==> config.mk <==
export PLATFORM = sky130hd
export DESIGN_NAME = ps2_key_decoder
export DESIGN_NICKNAME = d
export VERILOG_FILES = /design/src/rtl/ps2_key_decoder_pkg.sv /design/src/rtl/ps2_key_decoder_rx.sv /design/src/rtl/ps2_key_decoder.sv
export SDC_FILE = /design/constraint.sdc
export NUM_CORES = 1
export LEC_CHECK = 0
export CORE_ASPECT_RATIO = 0.8
export CORE_MARGIN = 1
export CORE_UTILIZATION = 60
export CTS_BUF_LIST = sky130_fd_sc_hd__clkbuf_8
export DETAILED_ROUTE_END_ITERATION = 7
export PLACE_DENSITY = 0.86
export SLEW_MARGIN = 20
export SYNTH_ARGS = -nofsm -noshare
export SYNTH_HDL_FRONTEND = slang
export SYNTH_SLANG_ARGS = --single-unit
==> constraint.sdc <==
create_clock -name clk_0 -period 4.11 [get_ports clk_0]
set_input_delay 0.822 -clock clk_0 [delete_from_list [all_inputs] [get_ports clk_0]]
set_output_delay 0.822 -clock clk_0 [all_outputs]
set_load 0.005 [all_outputs]
==> src/rtl/ps2_key_decoder_pkg.sv <==
// Scan-code constants and receiver state encoding shared by the
// PS/2 keyboard receiver and the prefix/held-key decoder.
package ps2_key_decoder_pkg;

    localparam logic [7:0] KEY_W    = 8'h1D;
    localparam logic [7:0] KEY_S    = 8'h1B;
    localparam logic [7:0] KEY_UP   = 8'h75;
    localparam logic [7:0] KEY_DOWN = 8'h72;
    localparam logic [7:0] PFX_EXT  = 8'hE0;
    localparam logic [7:0] PFX_BRK  = 8'hF0;

    localparam logic [1:0] ST_IDLE   = 2'd0;
    localparam logic [1:0] ST_DATA   = 2'd1;
    localparam logic [1:0] ST_PARITY = 2'd2;
    localparam logic [1:0] ST_STOP   = 2'd3;

    typedef struct packed {
        logic       ext;
        logic [7:0] code;
    } key_t;

    function automatic logic key_is(
        input key_t       k,
        input logic       ext,
        input logic [7:0] code
    );
        return (k.ext == ext) && (k.code == code);
    endfunction

endpackage

==> src/rtl/ps2_key_decoder_rx.sv <==
// PS/2 frame receiver: input synchronizers, clock glitch filter,
// start/data/parity/stop FSM and a saturating inactivity timeout.
module ps2_rx #(
    parameter int FILTER_LEN     = 8,
    parameter int TIMEOUT_CYCLES = 50000
) (
    input  logic       clk_0,
    input  logic       rst,
    input  logic       ps2_clk,
    input  logic       ps2_data,
    output logic [7:0] scan_code,
    output logic       scan_valid,
    output logic       frame_error
);
    import ps2_key_decoder_pkg::*;

    localparam int FW = $clog2(FILTER_LEN + 1);
    localparam int TW = $clog2(TIMEOUT_CYCLES + 1);
    localparam logic [FW-1:0] FLAST = FW'(FILTER_LEN - 1);
    localparam logic [TW-1:0] TMAX  = TW'(TIMEOUT_CYCLES);

    logic [1:0]    clk_s;
    logic [1:0]    dat_s;
    logic          filt;
    logic [FW-1:0] fcnt;
    logic          strobe;
    logic [1:0]    state;
    logic [2:0]    bitcnt;
    logic [7:0]    shreg;
    logic          par;
    logic [TW-1:0] tcnt;

    always_ff @(posedge clk_0) begin
        if (!rst) begin
            clk_s  <= 2'b11;
            dat_s  <= 2'b11;
            filt   <= 1'b1;
            fcnt   <= '0;
            strobe <= 1'b0;
        end else begin
            clk_s  <= {clk_s[0], ps2_clk};
            dat_s  <= {dat_s[0], ps2_data};
            strobe <= 1'b0;
            if (clk_s[1] == filt) begin
                fcnt <= '0;
            end else if (fcnt == FLAST) begin
                filt   <= clk_s[1];
                fcnt   <= '0;
                // only a 1->0 transition of the filtered clock strobes
                strobe <= filt;
            end else begin
                fcnt <= fcnt + 1'b1;
            end
        end
    end

    always_ff @(posedge clk_0) begin
        if (!rst) begin
            state       <= ST_IDLE;
            bitcnt      <= 3'd0;
            shreg       <= 8'h00;
            par         <= 1'b0;
            tcnt        <= '0;
            scan_code   <= 8'h00;
            scan_valid  <= 1'b0;
            frame_error <= 1'b0;
        end else begin
            scan_valid  <= 1'b0;
            frame_error <= 1'b0;
            if (strobe) begin
                tcnt <= '0;
            end else if (tcnt != TMAX) begin
                tcnt <= tcnt + 1'b1;
            end
            if (strobe) begin
                unique case (state)
                    ST_IDLE: begin
                        if (!dat_s[1]) begin
                            state  <= ST_DATA;
                            bitcnt <= 3'd0;
                        end else begin
                            frame_error <= 1'b1;
                        end
                    end
                    ST_DATA: begin
                        shreg  <= {dat_s[1], shreg[7:1]};
                        bitcnt <= bitcnt + 3'd1;
                        if (bitcnt == 3'd7) state <= ST_PARITY;
                    end
                    ST_PARITY: begin
                        par   <= dat_s[1];
                        state <= ST_STOP;
                    end
                    ST_STOP: begin
                        if (dat_s[1] && (^shreg ^ par)) begin
                            scan_code  <= shreg;
                            scan_valid <= 1'b1;
                        end else begin
                            frame_error <= 1'b1;
                        end
                        state <= ST_IDLE;
                    end
                endcase
            end else if (state != ST_IDLE && tcnt == TMAX) begin
                state       <= ST_IDLE;
                frame_error <= 1'b1;
            end
        end
    end

endmodule

==> src/rtl/ps2_key_decoder.sv <==
// PS/2 set-2 key decoder: E0/F0 prefix tracking, held levels for both
// paddles and one-cycle menu pulses, fed by the ps2_rx receiver.
module ps2_key_decoder #(
    parameter int FILTER_LEN     = 8,
    parameter int TIMEOUT_CYCLES = 50000
) (
    input  logic       clk_0,
    input  logic       rst,
    input  logic       ps2_clk,
    input  logic       ps2_data,
    output logic       up,
    output logic       down,
    output logic       start_trigger,
    output logic       p1_up,
    output logic       p1_down,
    output logic       p2_up,
    output logic       p2_down,
    output logic [7:0] scan_code,
    output logic       scan_valid,
    output logic       frame_error
);
    import ps2_key_decoder_pkg::*;

    logic ext;
    logic brk;
    key_t key;
    logic is_w;
    logic is_s;
    logic is_u;
    logic is_d;

    ps2_rx #(
        .FILTER_LEN    (FILTER_LEN),
        .TIMEOUT_CYCLES(TIMEOUT_CYCLES)
    ) u_rx (
        .clk_0      (clk_0),
        .rst        (rst),
        .ps2_clk    (ps2_clk),
        .ps2_data   (ps2_data),
        .scan_code  (scan_code),
        .scan_valid (scan_valid),
        .frame_error(frame_error)
    );

    assign key  = {ext, scan_code};
    assign is_w = key_is(key, 1'b0, KEY_W);
    assign is_s = key_is(key, 1'b0, KEY_S);
    assign is_u = key_is(key, 1'b1, KEY_UP);
    assign is_d = key_is(key, 1'b1, KEY_DOWN);

    always_ff @(posedge clk_0) begin
        if (!rst) begin
            ext           <= 1'b0;
            brk           <= 1'b0;
            up            <= 1'b0;
            down          <= 1'b0;
            start_trigger <= 1'b0;
            p1_up         <= 1'b0;
            p1_down       <= 1'b0;
            p2_up         <= 1'b0;
            p2_down       <= 1'b0;
        end else begin
            up            <= 1'b0;
            down          <= 1'b0;
            start_trigger <= 1'b0;
            if (frame_error) begin
                ext <= 1'b0;
                brk <= 1'b0;
            end else if (scan_valid) begin
                if (scan_code == PFX_EXT) begin
                    ext <= 1'b1;
                end else if (scan_code == PFX_BRK) begin
                    brk <= 1'b1;
                end else begin
                    ext <= 1'b0;
                    brk <= 1'b0;
                    if (brk) begin
                        if (is_w) p1_up   <= 1'b0;
                        if (is_s) p1_down <= 1'b0;
                        if (is_u) p2_up   <= 1'b0;
                        if (is_d) p2_down <= 1'b0;
                    end else begin
                        start_trigger <= 1'b1;
                        // edge against the old level so repeats stay silent
                        up   <= (is_w && !p1_up) || (is_u && !p2_up);
                        down <= (is_s && !p1_down) || (is_d && !p2_down);
                        if (is_w) p1_up   <= 1'b1;
                        if (is_s) p1_down <= 1'b1;
                        if (is_u) p2_up   <= 1'b1;
                        if (is_d) p2_down <= 1'b1;
                    end
                end
            end
        end
    end

endmodule

==> flow_metrics.py <==
metrics = {
    "worst_setup_path": {
        "cpMaxStageDelayCell": "or3_1",
        "r2r_slack_ns": 2.30,
        "worstPathCellList": "clkdlybuf4s50_1 -> buf_4 -> nand2b_1 -> or3_1 -> o21ai_0",
        "crit_type": "in -> reg",
        "crit_path_end_kind": "flip-flop",
        "crit_required_ns": 4.37,
        "crit_path_max_fanout": 29,
        "arrival_ns": 2.53,
        "reg2reg_from": "u_rx.shreg[2]",
        "timing.rr.end": "u_rx.scan_code[4]",
        "cp-start-kind": "input port",
        "rr_worst_depth": 4,
        "max_stage_delay_ns": 0.47,
    },
    "global_routing": {
        "grt_overflow": 0,
        "grt_pass1_wl_mm": 7.88,
        "grt_pass1_vias": 1789,
        "grt_start_max_net_pins": 30,
        "track_usage": 0.238,
        "antenna_found_initial": 0,
    },
    "timing": {
        "slew_viol_final": 0,
        "tns_ns": 0,
        "fin_worst_skew_ns": 0.00477,
        "worst_slack_ns": 1.85,
        "hold_violations": 0,
        "period_needed_ns": 2.26,
        "finalCritPeriodShare": 0.550,
        "grt_setup_unrepaired": "no",
        "max_freq_ghz": 0.442,
        "slew_headroom": 0.581,
        "tightest_slew_ns": 0.629,
        "setup_viol": 0,
    },
    "finish": {
        "drive_above_1_share": 0.0679,
        "diodes": 0,
        "area_growth_pct": 17.7,
        "fin_cells": 381,
        "layout.nets": 332,
        "n_fill_cell": 295,
        "final_area_um2": 3080,
    },
    "route": {
        "finalWirelength_mm": 4.89,
        "drc_errors": 0,
        "drtIter0Drc": 100,
        "routed_via_density": 5.51,
        "ant_nets": 0,
        "drtPass1Iterations": 4,
        "via_count": 2100,
        "wl_per_cell_um": 12.8,
    },
    "synth": {
        "async_flop_share": 0,
        "synth_common_cells": "dfxtp_1 (59), nand2_1 (37), nor2_1 (30)",
        "synth.most_common_cell": "dfxtp_1",
        "syn_area_um2": 2620,
        "synth-seq-area-share": 0.452,
        "syn_nets": 310,
        "syn_inst": 297,
        "synth_ff_type": "dfxtp_1",
        "netlist.area_leader.share": 0.452,
        "postSynthRegisterBits": 59,
        "yosys_warnings": 0,
        "yosys-top-cells-area": "dfxtp_1 (45%), nand2_1 (5.3%), nand3_1 (5.2%)",
        "synth.distinct_cells": 39,
        "synth_area_leader_cell": "dfxtp_1",
        "synth-edff-count": 0,
        "syn_avg_cell_area_um2": 8.80,
    },
    "place": {
        "place_ws_ns": 1.51,
        "postPlaceCellArea_um2": 2840,
        "portBuffers": 20,
        "post-dp-hpwl_mm": 3.38,
        "placedCellCount": 365,
        "place.gp.congestion": 0.765,
    },
    "pwr": {
        "p_per_area_nw_per_um2": 403,
        "p_leak_nw": 1.16,
        "max-vdd-ir-drop_mv": 0.243,
    },
    "clock_network": {
        "clk_pin_slew_ns": 0.06,
        "cts_tree": "yes",
        "post_cts_buffers": 0,
        "clk_latency_ns": 0.34,
        "post_cts_resized": 0,
        "cts-buffers-inserted": 9,
        "cts-root-buf": "clkbuf_8",
        "ctsHtreeMaxLevel": 3,
        "cts.sinks": 59,
        "cts.path.max_buffers": 2,
        "postCtsHoldBufs": 0,
    },
    "floorplan": {
        "ios": 21,
        "core-area_um2": 4180,
        "die_x_um": 75.8,
        "start_util": 0.626,
        "die_area_um2": 4630,
        "die_y_um": 61.1,
        "placementRows": 21,
    },
    "min_path": {
        "holdPathStages": 1,
        "hold_end": "u_rx.clk_s[1]",
        "hold_start": "u_rx.clk_s[0]",
        "min_path_type": "reg -> reg",
    },
    "job": {
        "drv_cap": 0,
    },
    "run_status": {
        "status": "finished, final reports clean",
    },
}
-- cell families after synthesis --
logic type | after synthesis | share of synthesized area
and+or+nand+nor | 138 | 0.267
DFF | 59 | 0.452
AOI/OAI and AO/OA | 43 | 0.0919
buffers and inverters | 23 | 0.0421
xor gates and xnor gates | 18 | 0.0722
adders and majority gates | 9 | 0.0431
muxes | 7 | 0.0316
-- critical path, delay by kind of cell --
kind / cells / cell delay [ns]
and+or+nand+nor: 2 / 0.88
buffers and inverters: 2 / 0.73
AOI/OAI and AO/OA: 1 / 0.08
-- cells in the final DEF (no fill, tap or decap), types with 9 or more instances in the layout --
| cell | n |
|---|---|
| clkbuf_8 | 10 |
| nor2_1 | 30 |
| dfxtp_1 | 59 |
| clkdlybuf4s50_1 | 20 |
| nand2_1 | 37 |
| o21ai_0 | 15 |
| xor2_1 | 13 |
| ha_1 | 9 |
| nand3_1 | 27 |
| inv_1 | 12 |
| a21oi_1 | 20 |
-- where the power goes --
group / switching (mW) / total (mW) / internal (mW)
clock: 0.221 / 0.636 / 0.415
sequential: 0.00421 / 0.581 / 0.576
combinational: 0.0159 / 0.0252 / 0.00923
total: 0.241 / 1.24 / 1.00
-- stage by stage --
step                      hold WS, ns  power (mW)   util
final                           0.410        1.24  0.737
after global routing            0.423        1.28  0.737
after CTS                       0.412        1.25  0.737
after detailed placement        0.402       0.618  0.679
after global placement          0.391       0.617  0.679
after floorplan                 0.386       0.611      -
-- state kept, by name, indices dropped and copies added, names as in the netlist, 2 cells and up --
| register | cells |
|---|---|
| u_rx.scan_code | 8 |
| u_rx.dat_s | 2 |
| u_rx.bitcnt | 3 |
| u_rx.fcnt | 4 |
| u_rx.tcnt | 16 |
| u_rx.shreg | 8 |
| u_rx.state | 2 |
| u_rx.clk_s | 2 |
-- how the worst max path moves through the flow --
| stage | startpoint | endpoint | cells past startpoint |
|---|---|---|---|
| after floorplan | rst | down | 4 |
| after global placement | rst | u_rx.frame_error | 5 |
| after detailed placement | rst | u_rx.frame_error | 5 |
| after CTS | rst | u_rx.frame_error | 5 |
| after global routing | rst | u_rx.frame_error | 5 |
| final | rst | u_rx.frame_error | 5 |
-- layer usage --
layer,up-vias,share of wire,track usage,wire [um]
met3,8,0.051,0.113,249
met2,45,0.45,0.359,2210
li1,1065,-,-,-
met4,0,0.014,0.0794,70
met5,-,0,0,0
met1,982,0.48,0.302,2360
-- final cells by class --
type	instances	area, um2	area share
clock buffers	10	138	0.0447
clock inverters	6	104	0.0337
inverters	12	45.0	0.0146
multi-input cells	215	1320	0.430
flip-flops and latches	59	1180	0.384
well taps	57	71.3	0.0232
repair buffers	22	215	0.0699
Note: power is estimated with default switching activity, not from simulation.
